File: src/rtl/switch_box_pkg.sv
// Shared constants and helpers for the parametrised routing switch box.
package switch_box_pkg;

    // Width of one per-output configuration field: 3 select bits + 1 mode bit.
    localparam int FIELD_W = 4;

    // Source select encodings (field bits [2:0]); 6 and 7 also yield zero.
    localparam logic [2:0] SRC_ZERO      = 3'd0;
    localparam logic [2:0] SRC_SIDE_BASE = 3'd1;
    localparam logic [2:0] SRC_PE        = 3'd5;

    // Side numbering used for track packing and own-side suppression.
    localparam int SIDE_N = 0;
    localparam int SIDE_E = 1;
    localparam int SIDE_S = 2;
    localparam int SIDE_W = 3;

    // Each track index needs 16 config bits (4 sides x 4 bits), two per 32-bit word.
    function automatic int num_words(input int tracks);
        return (tracks + 1) / 2;
    endfunction

endpackage

File: src/rtl/sb_track_mux.sv
// One outgoing track: source mux with U-turn suppression, always-running
// pipeline register, and a per-output combinational/registered select.
module sb_track_mux
    import switch_box_pkg::*;
#(
    parameter int WIDTH = 1,
    parameter int SIDE  = 0
) (
    input  logic                 clk,
    input  logic                 reset_n,
    input  logic [4*WIDTH-1:0]   side_in,   // same track index on sides N,E,S,W
    input  logic [WIDTH-1:0]     pe_in,
    input  logic                 pipe_en,
    input  logic [FIELD_W-1:0]   field,
    output logic [WIDTH-1:0]     out_val
);

    logic [WIDTH-1:0] sel_val;
    logic [WIDTH-1:0] pipe_q;
    logic [WIDTH-1:0] pipe_d;

    // Source selection; selecting this output's own side routes zero.
    always_comb begin
        sel_val = '0;
        if (field[2:0] == SRC_PE) begin
            sel_val = pe_in;
        end
        for (int k = 0; k < 4; k++) begin
            if ((field[2:0] == (SRC_SIDE_BASE + 3'(k))) && (k != SIDE)) begin
                sel_val = side_in[k*WIDTH +: WIDTH];
            end
        end
    end

    // Pipeline next state: capture whenever enabled, independent of the mode bit.
    always_comb begin
        pipe_d = pipe_en ? sel_val : pipe_q;
    end

    // Pipeline register.
    always_ff @(posedge clk or negedge reset_n) begin
        if (!reset_n) begin
            pipe_q <= '0;
        end else begin
            pipe_q <= pipe_d;
        end
    end

    // Mode bit picks registered or combinational path.
    always_comb begin
        out_val = field[FIELD_W-1] ? pipe_q : sel_val;
    end

endmodule

File: src/rtl/switch_box_param.sv
// Parametrised disjoint-topology switch box with double-buffered configuration.
// Writes land in a shadow image; a commit copies it to the active image that
// drives the per-output muxes, so live routes change atomically.
module switch_box_param
    import switch_box_pkg::*;
#(
    parameter int TRACKS = 4,
    parameter int WIDTH  = 1,
    // Defaults to the minimum needed; may be widened, addresses >= word count are ignored.
    parameter int ADDR_W = ($clog2(num_words(TRACKS)) > 1) ? $clog2(num_words(TRACKS)) : 1
) (
    input  logic                        clk,
    input  logic                        reset_n,
    input  logic [4*TRACKS*WIDTH-1:0]   in_wires,
    input  logic [WIDTH-1:0]            pe_output,
    output logic [4*TRACKS*WIDTH-1:0]   out_wires,
    input  logic                        pipe_en,
    input  logic [ADDR_W-1:0]           config_addr,
    input  logic [31:0]                 config_data,
    input  logic                        config_en,
    input  logic                        config_commit,
    output logic [31:0]                 config_rd_data
);

    localparam int NUM_WORDS = num_words(TRACKS);
    localparam int CFG_BITS  = 16 * TRACKS;
    localparam int PAD_BITS  = 32 * NUM_WORDS;

    logic [CFG_BITS-1:0] shadow_q, shadow_d;
    logic [CFG_BITS-1:0] active_q, active_d;
    logic [31:0]         rd_q, rd_d;
    logic [PAD_BITS-1:0] wr_pad;

    // Stored-bit mask of word w: the top half of the last word is absent for odd TRACKS.
    function automatic logic [31:0] word_mask(input int w);
        if (CFG_BITS - 32*w >= 32) begin
            return 32'hFFFF_FFFF;
        end
        return 32'h0000_FFFF;
    endfunction

    // Shadow write, post-write readback and commit of the post-write image.
    always_comb begin
        wr_pad = PAD_BITS'(shadow_q);
        for (int w = 0; w < NUM_WORDS; w++) begin
            if (config_en && (config_addr == ADDR_W'(w))) begin
                wr_pad[w*32 +: 32] = config_data;
            end
        end
        shadow_d = wr_pad[CFG_BITS-1:0];
        rd_d = '0;
        for (int w = 0; w < NUM_WORDS; w++) begin
            if (config_addr == ADDR_W'(w)) begin
                rd_d = wr_pad[w*32 +: 32] & word_mask(w);
            end
        end
        active_d = config_commit ? shadow_d : active_q;
    end

    // Configuration state and readback register.
    always_ff @(posedge clk or negedge reset_n) begin
        if (!reset_n) begin
            shadow_q <= '0;
            active_q <= '0;
            rd_q     <= '0;
        end else begin
            shadow_q <= shadow_d;
            active_q <= active_d;
            rd_q     <= rd_d;
        end
    end

    assign config_rd_data = rd_q;

    // One mux per outgoing track; output s*TRACKS+t sees track t of every side.
    for (genvar gi = 0; gi < 4; gi++) begin : g_side
        for (genvar gj = 0; gj < TRACKS; gj++) begin : g_track
            localparam int O = gi*TRACKS + gj;
            logic [4*WIDTH-1:0] side_in;
            for (genvar gk = 0; gk < 4; gk++) begin : g_src
                assign side_in[gk*WIDTH +: WIDTH] = in_wires[((gk*TRACKS)+gj)*WIDTH +: WIDTH];
            end
            sb_track_mux #(
                .WIDTH (WIDTH),
                .SIDE  (gi)
            ) u_mux (
                .clk     (clk),
                .reset_n (reset_n),
                .side_in (side_in),
                .pe_in   (pe_output),
                .pipe_en (pipe_en),
                .field   (active_q[O*FIELD_W +: FIELD_W]),
                .out_val (out_wires[O*WIDTH +: WIDTH])
            );
        end
    end

endmodule

File: config.mk
export PLATFORM = sky130hd
export DESIGN_NAME = switch_box_param
export DESIGN_NICKNAME = d
export VERILOG_FILES = /design/src/rtl/switch_box_pkg.sv /design/src/rtl/sb_track_mux.sv /design/src/rtl/switch_box_param.sv
export SDC_FILE = /design/constraint.sdc
export NUM_CORES = 1
export LEC_CHECK = 0
export ABC_CLOCK_PERIOD_IN_PS = 1300
export BUFFER_PORTS_ARGS = -buffer_cell sky130_fd_sc_hd__buf_4
export CORE_ASPECT_RATIO = 1.1
export CORE_UTILIZATION = 50
export DETAILED_ROUTE_END_ITERATION = 10
export GPL_ROUTABILITY_DRIVEN = 0
export GPL_TIMING_DRIVEN = 0
export PLACE_DENSITY = 0.84
export SYNTH_ARGS = -nofsm -noshare
export SYNTH_HDL_FRONTEND = slang
export SYNTH_SLANG_ARGS = --single-unit
File: constraint.sdc
create_clock -name clk -period 1.3 [get_ports clk]
set_input_delay 0.065 -clock clk [delete_from_list [all_inputs] [get_ports clk]]
set_output_delay 0.065 -clock clk [all_outputs]
set_load 0.1 [all_outputs]
==> Yosys cells after proc, flatten, opt, wreduce, memory -nomap -nowiden <==
Cells that the tools add are included.
{ "totals": {"input_bits": 55, "word_cells": 177, "rom_bits": 0, "mem_count": 0, "ramBits": 0, "reg_bits": 176, "out_inout_bits": 48, "latchBits": 0} }
{ "op_classes": {"bitwise": 3, "magnitude_cmp": 0, "n_mux": 89, "add_sub_neg": 0, "n_shift": 0, "n_div": 0, "n_mul": 0, "eq_ne": 64, "n_reduce_logical": 2} }
{ "op_table": {"columns": ["cell", "count"], "rows": [
  ["$mux 32", 7],
  ["$eq 3x3->1 const B", 28],
  ["$mux 1", 82],
  ["$eq 3x2->1 const B", 24],
  ["$and 32x32->32", 2],
  ["$eq 3x1->1 const B", 12],
  ["$logic_and 1x1->1", 2],
  ["$not 1->1", 1]
]} }

==> Depth between registers and ports, before layout <==
{ "logic_depth": {"ltp_word": 6, "depth_mapped": 7} }

==> Hierarchy <==
Synthesis repeated with hierarchy kept, for this count alone.
{ "unflattened": {"cells_unflattened": 826, "hier_area_um2": 8584.5} }
{ "by_module_without_submodules": {"columns": ["module", "instances", "seq_area_each_um2", "area_per_inst_um2", "cells_each"], "rows": [
  ["switch_box_param", 1, 4003.8, 7103.1, 634],
  ["sb_track_mux at g_side[0].g_track[0].u_mux ...", 8, 25.0, 97.6, 12],
  ["sb_track_mux at g_side[1].g_track[0].u_mux ...", 8, 25.0, 87.6, 12]
]} }

==> Worst setup path after synthesis <==
OpenSTA, ideal clock, no wires.
{ "synth_path": {"path_type": "input to register", "startpoint": "input port config_addr", "endpoint": "register active_q[7]", "t_required_ps": 1175, "setup_time_ps": 125, "slack_ps": -3, "path_buffers": 3, "arrival_ps": 1178, "stages": 6, "cell_sequence": "buf_4 > nor2b_1 > buf_6 > buf_6 > mux2_4 > mux2_2"} }
{ "synth_between": {"elab_chain_cells": 3} }
{ "synth_lines": {"columns": ["item", "line_no", "source"], "rows": [
  ["start, declared", "switch_box_param.sv:18", "input logic [ADDR_W-1:0] config_addr,"],
  ["$not 1->1", null, null],
  ["$logic_and 1x1->1", "switch_box_param.sv:46", "if (config_en && (config_addr == ADDR_W'(w))) begin"],
  ["$mux 32", "switch_box_param.sv:46", null],
  ["net shadow_d[7]", "switch_box_param.sv:29", "logic [CFG_BITS-1:0] shadow_q, shadow_d;"],
  ["end signal, assigned", "switch_box_param.sv:68", "active_q <= active_d;"],
  ["end, declared", "switch_box_param.sv:30", "logic [CFG_BITS-1:0] active_q, active_d;"]
]} }
The timed path passes the listed nets, and every way through them passes these cells.
A chain may end at the register's enable or synchronous reset.

==> Worst setup path in the final report <==
{ "layout_path": {"startpoint": "register active_q[1]", "endpoint": "output port out_wires[0]"} }
{ "layout_between": {"elab_chain_cells": 6, "elab_cells_between_ends": 9, "classes_between": "eq/ne: 4; mux: 5"} }
{ "layout_lines": {"columns": ["item", "line_no", "source"], "rows": [
  ["$eq 3x3->1", "sb_track_mux.sv:25", "if (field[2:0] == SRC_PE) begin"],
  ["$mux 1", "sb_track_mux.sv:25", null],
  ["$mux 1 (2 in series)", "sb_track_mux.sv:29", "if ((field[2:0] == (SRC_SIDE_BASE + 3'(k))) && (k != SIDE)) begin"],
  ["$mux 1 (*)", "sb_track_mux.sv:29", null],
  ["$mux 1 (*)", "sb_track_mux.sv:51", "out_val = field[FIELD_W-1] ? pipe_q : sel_val;"],
  ["end, declared", "switch_box_param.sv:16", "output logic [4*TRACKS*WIDTH-1:0] out_wires,"]
]} }
Mark *: on every way between the ends. The rest lies on a longest branch, timed or not.

==> results.toml <==
[power_and_ir_drop]
power.total_mw = 18.7
power.leakage_nw = 4.65
power_density_nw_per_um2 = 1810
worst_ir_drop_vdd_mv = 1.27

[final_layout]
postLayoutCellArea_um2 = 10400
area_delta_synth_final_pct = 34.3
fin_nets = 840
most-common-layout-cells = "sky130_fd_sc_hd__dfrtp_1, sky130_fd_sc_hd__buf_4, sky130_fd_sc_hd__mux2_2, sky130_fd_sc_hd__nand2_1, sky130_fd_sc_hd__o21ai_0"
fillerInstances = 947
post_route_cells_drive_above_1_share = 0.436
count_of_non_filler_cells_in_the_finished_layout = 994
layout.cells.most_common = "sky130_fd_sc_hd__dfrtp_1"
antenna-diode-count = 0

[drt]
drt-initial-drc-count = 664
post-route-drc-count = 0
totalWireLength_um = 23500
overall_via_count_from_detail_route = 6022
route.detailed.vias_per_inst = 6.06
wire_per_inst_um = 23.7
drt_pass1_iterations = 7
drt.antenna.violating_nets = 0

[placement]
hpwlAfterDp_um = 13100
dp.cells = 903
place.port_buffers = 100
preCtsSetupSlack_ns = -0.504
postPlaceCellArea_um2 = 8740

[logic_synthesis]
ys_ff_latch = 176
syn_inst = 606
post_synth.cell_area_avg_um2 = 12.7
synth-seq-area-share = 0.571
syn_area_um2 = 7710
ys.warnings.count = 0
synth_largest_type_area_fraction = 0.571
synth.net_count = 661
synth_largest_area_cell = "sky130_fd_sc_hd__dfrtp_1"
synth.top_cells.by_area = "sky130_fd_sc_hd__dfrtp_1, sky130_fd_sc_hd__mux2_2, sky130_fd_sc_hd__mux2_4, sky130_fd_sc_hd__mux2i_1, sky130_fd_sc_hd__o21ai_0"
synth_cell_types = 30

[floorplanning]
core_region_area_um2 = 15100
floorplan.initialDensity = 0.512
fp-row-count = 47
num_io_pins = 103
fp.dieH_um = 132
width_of_the_die_um = 120
die-area_um2 = 15900

[clock_tree]
root_buffer = "sky130_fd_sc_hd__clkbuf_16"
insertion_delay_ns = 0.43
clock_tree.buffer_depth = 2
clkSlewWorstSetupHoldPaths_ns = 0.07
tritoncts_clock_tree = "done"
cts.sinks = 176
cts-buffers-inserted = 17
cts_h_tree_lvls = 4

[timing]
rsz0062_at_grt = "true"
finalSetupViolations = 18
slew_violations = 0
hold_viol_final = 0
post-route-min-period_ns = 1.92
worst_slew_margin_rel = 0.423
skew_ns = 0.00663
post-route-period-util = 1.47
timing_worst_slew_pin_value_ns = 0.866
worst_hold_slack_ns = 0.0274
max_clock_freq_ghz = 0.522
postLayoutSetupSlackWorst_ns = -0.616

[critical_path]
timing.critical_path.required_ns = 1.24
critical_path.max_fanout = 4
timing.critical_path.slowest_cell_delay_ns = 0.43
timing.critical_path.from_type = "register"
worst_ep_arrival_time_ns = 1.85
critPathCaptureType = "primary output"
cpMaxStageDelayCell = "sky130_fd_sc_hd__dfrtp_1"
critPathKind = "register to primary output"
worstPathCellList = "o221ai_1 -> o21ai_1 -> o31ai_1 -> buf_4 -> buf_12"

[min_path]
hp_class = "input port to register"

[global_route]
grt_start_max_net_pins = 129
first_global_vias = 6473
grt_use_total = 0.287
remaining_global_route_overflow = 0
grt_antenna_before_repair = 0
grt_pass1_wl_um = 34200

[flow_run]
maxCapViolations = 0

[run_status]
violated_checks = "setup timing"
run_status = "complete, but fails checks"
-- metal layers --
| layer | track usage | share of wire |
|---|---|---|
| met5 | 0 | 0 |
| met3 | 0.0696 | 0.072 |
| met4 | 0.171 | 0.057 |
| met1 | 0.336 | 0.37 |
| met2 | 0.476 | 0.50 |
-- Yosys cell counts (all sizes together) --
library cell	n
o32ai	2
xnor2	4
a21oi	12
o31ai	12
mux2i	37
o22ai	5
mux2	129
o21ai	66
nor2b	1
nor2	3
a31oi	4
buf	28
nor3	5
a32oi	2
o221ai	4
clkinv	1
a31o	2
clkbuf	17
nand3b	2
dfrtp	176
o311ai	2
inv	13
nor3b	1
nand2	78
-- cell families after synthesis --
logic type	after synthesis	synth area share
buf+inv	59	0.0443
mux	166	0.250
compound gates	111	0.0832
simple gates	90	0.0467
flops	176	0.571
xor+xnor	4	0.00454
-- critical path: cells and delay by family (launching register included) --
kind                   cells  cell delay, ns
DFF                        1            0.43
buffers and inverters      2            0.33
AOI/OAI and AO/OA          3            0.64
-- state kept, by name, summed over array words and instances, names as in the netlist --
signal	count
active_q	64
shadow_q	64
config_rd_data	32
g_side.g_track.u_mux.pipe_q	16
-- power breakdown --
group,total [mW],switching (mW),internal [mW],leakage [nW]
Combinational,6.63,3.97,2.66,2.31
Sequential,7.23,0.811,6.42,2.09
Clock,4.87,2.19,2.69,0.258
-- final timing paths --
| check | start | endpoint | slack, ns | depth (start not counted) |
|---|---|---|---|---|
| setup / recovery | active_q[1]$_DFFE_PN0P_ | out_wires[0] | -0.62 | 5 |
| hold / removal | config_addr | config_rd_data[27]$_DFF_PN0_ | 0.03 | 3 |
| setup reg to reg | active_q[42]$_DFFE_PN0P_ | g_side[2].g_track[2].u_mux.pipe_q$_DFFE_PN0P_ | -0.34 | 10 |
| hold reg to reg | g_side[0].g_track[1].u_mux.pipe_q$_DFFE_PN0P_ | g_side[0].g_track[1].u_mux.pipe_q$_DFFE_PN0P_ | 0.50 | 2 |
| max in group asynchronous | reset_n | active_q[38]$_DFFE_PN0P_ | 0.21 | 3 |
| min in group asynchronous | reset_n | active_q[43]$_DFFE_PN0P_ | 0.13 | 2 |
-- layout make-up --
class | count | area (µm²) | share of cell area
plain buffers | 39 | 249 | 0.0240
clock buffers | 23 | 458 | 0.0442
clock inverters | 9 | 85.1 | 0.00821
inverters | 14 | 52.6 | 0.00507
multi-input cells | 371 | 3260 | 0.315
flip-flops and latches | 176 | 4420 | 0.427
well taps | 196 | 245 | 0.0237
repair buffers | 166 | 1590 | 0.153
-- per-stage QoR --
stage | util | setup TNS [ns]
after floorplan | - | -0.0622
final | 0.688 | -7.88
after detailed placement | 0.581 | -17.65
after global placement | 0.578 | -142.93
after global routing | 0.688 | -8.99
after CTS | 0.671 | -7.43
-- repair_timing --
action | CTS | global route
endpoints found under the setup margin | 16 | 19
endpoints found under the hold margin | 147 | 0
setup buffers | 20 | 11
pin swaps | 29 | 22
hold buffers | 34 | 0
resized for setup | 99 | 45
No activity file was read; power rests on OpenSTA's default activity.
